--- src/rtl/csr_ctrl.sv ---
// Arbitrated read-modify-write front end for a CSR file shared by NREQ requesters.
// Each access runs IDLE -> READ -> WRITE -> RESP; only one access is ever in flight.
module csr_ctrl #(
  parameter int NREQ = 2,
  parameter int XLEN = 64
) (
  input  logic                       clk,
  input  logic                       rstn,
  input  logic [NREQ-1:0]            req_valid,
  output logic [NREQ-1:0]            req_ready,
  input  logic [NREQ-1:0][1:0]       req_op,
  input  logic [NREQ-1:0][11:0]      req_addr,
  input  logic [NREQ-1:0][XLEN-1:0]  req_wdata,
  output logic [NREQ-1:0]            rsp_valid,
  input  logic [NREQ-1:0]            rsp_ready,
  output logic [XLEN-1:0]            rsp_rdata,
  output logic [11:0]                csr_raddr,
  input  logic [XLEN-1:0]            csr_rdata,
  output logic                       csr_wvalid,
  output logic [11:0]                csr_waddr,
  output logic [XLEN-1:0]            csr_wdata
);

  localparam int IW = (NREQ > 1) ? $clog2(NREQ) : 1;

  localparam logic [1:0] OP_READ = 2'b00;
  localparam logic [1:0] OP_RW   = 2'b01;
  localparam logic [1:0] OP_RS   = 2'b10;
  localparam logic [1:0] OP_RC   = 2'b11;

  typedef enum logic [1:0] {
    IDLE  = 2'd0,
    READ  = 2'd1,
    WRITE = 2'd2,
    RESP  = 2'd3
  } state_e;

  state_e            state_q, state_d;
  logic [IW-1:0]     last_q, last_d;
  logic [IW-1:0]     grant_q, grant_d;
  logic [1:0]        op_q, op_d;
  logic [11:0]       addr_q, addr_d;
  logic [XLEN-1:0]   operand_q, operand_d;
  logic [XLEN-1:0]   old_q, old_d;
  logic [XLEN-1:0]   wdata_q, wdata_d;
  logic              wvalid_q, wvalid_d;

  logic              gnt_found_s;
  logic [IW-1:0]     gnt_idx_s;
  logic [NREQ-1:0]   ready_s;

  function automatic logic [XLEN-1:0] csr_update(input logic [1:0]      op,
                                                 input logic [XLEN-1:0] old,
                                                 input logic [XLEN-1:0] opnd);
    logic [XLEN-1:0] res;
    case (op)
      OP_RW:   res = opnd;
      OP_RS:   res = old | opnd;
      OP_RC:   res = old & ~opnd;
      default: res = old;
    endcase
    return res;
  endfunction

  // Set/clear with an all-zero mask leaves the CSR untouched, so no write strobe.
  function automatic logic needs_write(input logic [1:0]      op,
                                       input logic [XLEN-1:0] opnd);
    logic res;
    case (op)
      OP_RW:   res = 1'b1;
      OP_RS:   res = (opnd != {XLEN{1'b0}});
      OP_RC:   res = (opnd != {XLEN{1'b0}});
      default: res = 1'b0;
    endcase
    return res;
  endfunction

  // Round-robin pick: search starts at the requester after the last grant.
  always_comb begin
    int unsigned   cand;
    logic [IW-1:0] cand_idx;
    cand        = 0;
    cand_idx    = '0;
    gnt_found_s = 1'b0;
    gnt_idx_s   = '0;
    for (int k = 1; k <= NREQ; k++) begin
      cand     = (int'(last_q) + k) % NREQ;
      cand_idx = IW'(cand);
      if (!gnt_found_s && req_valid[cand_idx]) begin
        gnt_found_s = 1'b1;
        gnt_idx_s   = cand_idx;
      end else begin
        gnt_found_s = gnt_found_s;
      end
    end
  end

  // Next-state and datapath updates.
  always_comb begin
    state_d   = state_q;
    last_d    = last_q;
    grant_d   = grant_q;
    op_d      = op_q;
    addr_d    = addr_q;
    operand_d = operand_q;
    old_d     = old_q;
    wdata_d   = wdata_q;
    wvalid_d  = wvalid_q;
    ready_s   = '0;
    case (state_q)
      IDLE: begin
        if (gnt_found_s) begin
          ready_s[gnt_idx_s] = 1'b1;
          grant_d   = gnt_idx_s;
          last_d    = gnt_idx_s;
          op_d      = req_op[gnt_idx_s];
          addr_d    = req_addr[gnt_idx_s];
          operand_d = req_wdata[gnt_idx_s];
          state_d   = READ;
        end else begin
          state_d   = IDLE;
        end
      end
      READ: begin
        // Write strobe/data are registered here so they appear exactly in WRITE.
        old_d    = csr_rdata;
        wdata_d  = csr_update(op_q, csr_rdata, operand_q);
        wvalid_d = needs_write(op_q, operand_q);
        state_d  = WRITE;
      end
      WRITE: begin
        wvalid_d = 1'b0;
        state_d  = RESP;
      end
      RESP: begin
        if (rsp_ready[grant_q]) begin
          state_d = IDLE;
        end else begin
          state_d = RESP;
        end
      end
      default: begin
        wvalid_d = 1'b0;
        state_d  = IDLE;
      end
    endcase
  end

  // State register with synchronous active-low reset.
  always_ff @(posedge clk) begin
    if (!rstn) begin
      state_q   <= IDLE;
      last_q    <= IW'(NREQ - 1);
      grant_q   <= '0;
      op_q      <= OP_READ;
      addr_q    <= 12'h000;
      operand_q <= {XLEN{1'b0}};
      old_q     <= {XLEN{1'b0}};
      wdata_q   <= {XLEN{1'b0}};
      wvalid_q  <= 1'b0;
    end else begin
      state_q   <= state_d;
      last_q    <= last_d;
      grant_q   <= grant_d;
      op_q      <= op_d;
      addr_q    <= addr_d;
      operand_q <= operand_d;
      old_q     <= old_d;
      wdata_q   <= wdata_d;
      wvalid_q  <= wvalid_d;
    end
  end

  // Response decode; everything handshake-related is forced low while rstn is low.
  always_comb begin
    rsp_valid = '0;
    if (rstn && (state_q == RESP)) begin
      rsp_valid[grant_q] = 1'b1;
    end else begin
      rsp_valid = '0;
    end
  end

  assign req_ready  = ready_s & {NREQ{rstn}};
  assign csr_wvalid = wvalid_q & rstn;
  assign csr_raddr  = addr_q;
  assign csr_waddr  = addr_q;
  assign csr_wdata  = wdata_q;
  assign rsp_rdata  = old_q;

endmodule

--- config.mk ---
export PLATFORM = sky130hd
export DESIGN_NAME = csr_ctrl
export DESIGN_NICKNAME = d
export VERILOG_FILES = /design/src/rtl/csr_ctrl.sv
export SDC_FILE = /design/constraint.sdc
export NUM_CORES = 1
export LEC_CHECK = 0
export BUFFER_PORTS_ARGS = -buffer_cell sky130_fd_sc_hd__buf_2
export CAP_MARGIN = 20
export CORE_AREA = 2 2 148 150
export DETAILED_ROUTE_END_ITERATION = 6
export DIE_AREA = 0 0 150 152
export PLACE_DENSITY = 0.77
export SLEW_MARGIN = 20
export SYNTH_ARGS = -nofsm -noshare
export SYNTH_HDL_FRONTEND = slang
export SYNTH_SLANG_ARGS = --single-unit
--- constraint.sdc ---
create_clock -name clk -period 4.1 [get_ports clk]
set_input_delay 0.205 -clock clk [delete_from_list [all_inputs] [get_ports clk]]
set_output_delay 0.205 -clock clk [all_outputs]
set_load 0.005 [all_outputs]
==> results.toml <==
[run_status]
status = "finished, violations left"
violations = "DRC"

[synthesis]
yosys_warnings = 0
synth_top_area_share_pct = 42.7
synth_fa_ha_area_share_pct = 0.506
synth_nets = 1260
yosys_most_used_dff = "dfxtp_1"
synth-seq-cells = 211
avgSynthCellArea_um2 = 9.60
synth_compound_area_share_pct = 21.5
synthXorXnorAreaFrac_pct = 1.51
synthCells = 1030
syn_area_um2 = 9880
synth_area_leader_cell = "dfxtp_1"
synth_cell_types = 41
synth.area.mux_share_pct = 10.9
synth_top_family_by_area = "compound AO/OA/AOI/OAI gates"
synth_area_leaders = "dfxtp_1, mux2i_1, nor2b_1"
synth_enable_flop_cells = 0
yosysSeqAreaShare_pct = 42.7
synth-async-reset-ratio_pct = 0
yosys.area_share.simple_pct = 16.9

[clock_tree]
cts_sinks = 211
root_buffer = "clkbuf_16"
cts_setup_buffers = 0
clock_path_buffers = 3
clk_pin_slew_ps = 60
cts_htree_levels = 1
cts_buffers = 24
cts_resized = 0
cts_tree = "done"
insertion_delay_ps = 520

[placement]
gp_congestion = 0.829
port_buffers = 382
place_hpwl_mm = 22.1

[floorplanning]
die_height_um = 152
start_util_pct = 46.3
rows = 54
io-pin-count = 383
fp.dieArea_um2 = 22800
coreArea_um2 = 21400
die_w_um = 150

[detailed_routing]
via_per_inst = 5.54
routed_wl_mm = 35.0
drt_iter0_markers = 565
ant_nets = 0
wl_per_cell_um = 19.7
via_count = 9838
drc = 4
firstDrtPassIters = 7

[worst_setup_path]
critPathArrivalTime_ps = 3150
r2r_setup_slack_ps = 750
required_ps = 3890
startpoint_type = "register"
cp_max_fo = 32
crit_type = "register to primary output"
critPathCaptureType = "primary output"

[sta]
setup_tns_ps = 0
final.min_clock_period_ps = 3360
slew_violations = 0
rsz0062_at_grt = "false"
fin_hold_ws_ps = 5.51
slew_headroom_pct = 22.6
worstMarginPinSlew_ps = 1160
fin_crit_sh_pct = 81.9
hold_viol = 0
finalClockSkew_ps = 15.2
setup_viol = 0
max_freq_ghz = 0.298

[global_routing]
track_usage_pct = 29.3
grt_pass1_wl_mm = 53.4
grt_antenna_before_repair = 4
grt_max_degree = 80
grt_pass1_vias = 9882
grt_overflow_total = 0

[flow_run]
max_cap_viol_count = 0

[power]
ir_worst_vdd_uv = 316
p_per_area_nw_per_um2 = 441
p_leak_nw = 6.17

[finish]
final_common_cell = "buf_2"
layout.nets = 1709
mostFrequentLayoutCells = "buf_2, dfxtp_1, nor2b_1"
drive_above_1_share_pct = 31.3
utilization_pct = 64.3
area_growth_pct = 38.9

[worst_hold_path]
hp-class = "input port to register"
-- per-stage QoR --
| step | setup slack, ps | power (mW) | instance area (µm²) | cells |
|---|---|---|---|---|
| 3_5_place_dp | 1320 | 3.87 | 11700 | 1604 |
| 3_3_place_gp | 1370 | 3.83 | 11700 | 1604 |
| 4_1_cts | 764 | 6.04 | 13700 | 1773 |
| 2_1_floorplan | 2480 | 3.38 | 9880 | 1030 |
| 5_1_grt | 568 | 6.33 | 13700 | 1776 |
| 6_report | 742 | 6.06 | 13700 | 1777 |
-- cells in the mapped netlist, types with 3 or more instances --
| library cell | count |
|---|---|
| a222oi_1 | 21 |
| nor2b_1 | 149 |
| buf_6 | 10 |
| and3_1 | 3 |
| dfxtp_1 | 211 |
| xnor2_1 | 17 |
| a2111oi_0 | 36 |
| o21a_1 | 46 |
| clkbuf_1 | 47 |
| o211a_1 | 27 |
| nor4_1 | 15 |
| buf_4 | 27 |
| nor2_1 | 49 |
| mux2i_1 | 108 |
| ha_1 | 4 |
| a21oi_1 | 84 |
| a2111oi_1 | 8 |
| and2_1 | 5 |
| nand2_1 | 91 |
| inv_1 | 3 |
| a22oi_2 | 29 |
| buf_2 | 15 |
-- final timing paths --
path	startpoint	endpoint	cells after the start
hold / removal	csr_rdata[34]	rsp_rdata[34]$_SDFFE_PN0N_	3
hold reg to reg	csr_raddr[2]$_SDFFE_PN0P_	csr_raddr[2]$_SDFFE_PN0P_	2
setup / recovery	state_q[1]$_SDFF_PN0_	req_ready[0]	7
setup reg to reg	state_q[1]$_SDFF_PN0_	csr_raddr[10]$_SDFFE_PN0P_	9
-- critical path: stages (launching register included) --
cell and delay [ps]:
dfxtp_1 350, inv_1 120, ha_1 320, o21ai_4 260, nor2_2 140, buf_4 280, and2_2 890, buf_2 260
-- power by group --
part | internal, mW | switching, mW
logic | 0.738 | 0.796
clock network | 1.19 | 0.840
registers | 2.29 | 0.208
total | 4.21 | 1.84
-- state kept, by name, summed over array words and instances (netlist names) --
signal and count:
grant_q 1, wvalid_q 1, op_q 2, rsp_rdata 64
csr_raddr 12, operand_q 64, csr_wdata 64, state_q 2
last_q 1
-- area by class of cell --
type	count	area, µm²
diodes	4	10.0
multi-input cells	716	5110
well taps	280	350
fillers	1680	7630
repair buffers	522	3290
clock inverters	6	57.6
flip-flops and latches	211	4220
inverters	4	15.0
clock buffers	34	669
-- logic make-up (layout without fill, tap and decap cells) --
kind of cell,after synthesis,in the layout
other,0,4
AOI/OAI and AO/OA,264,264
muxes,108,108
xor gates and xnor gates,17,17
buffers and inverters,103,566
adders and majority gates,4,4
DFF,211,211
and+or+nand+nor,323,323
-- layer usage --
| layer | routed length [µm] | track usage [%] | share of wire (%) |
|---|---|---|---|
| met1 | 13700 | 34.3 | 39 |
| met2 | 17300 | 52.6 | 50 |
| met3 | 2690 | 5.74 | 7.7 |
| met4 | 1250 | 10.9 | 3.6 |
| met5 | 0 | 0 | 0 |
-- what timing repair did --
action / in CTS / in global routing
endpoints found under the setup margin: 0 / 0
hold buffers: 129 / 0
hold endpoints to repair: 79 / 0
No activity file was read; power rests on OpenSTA's default activity.
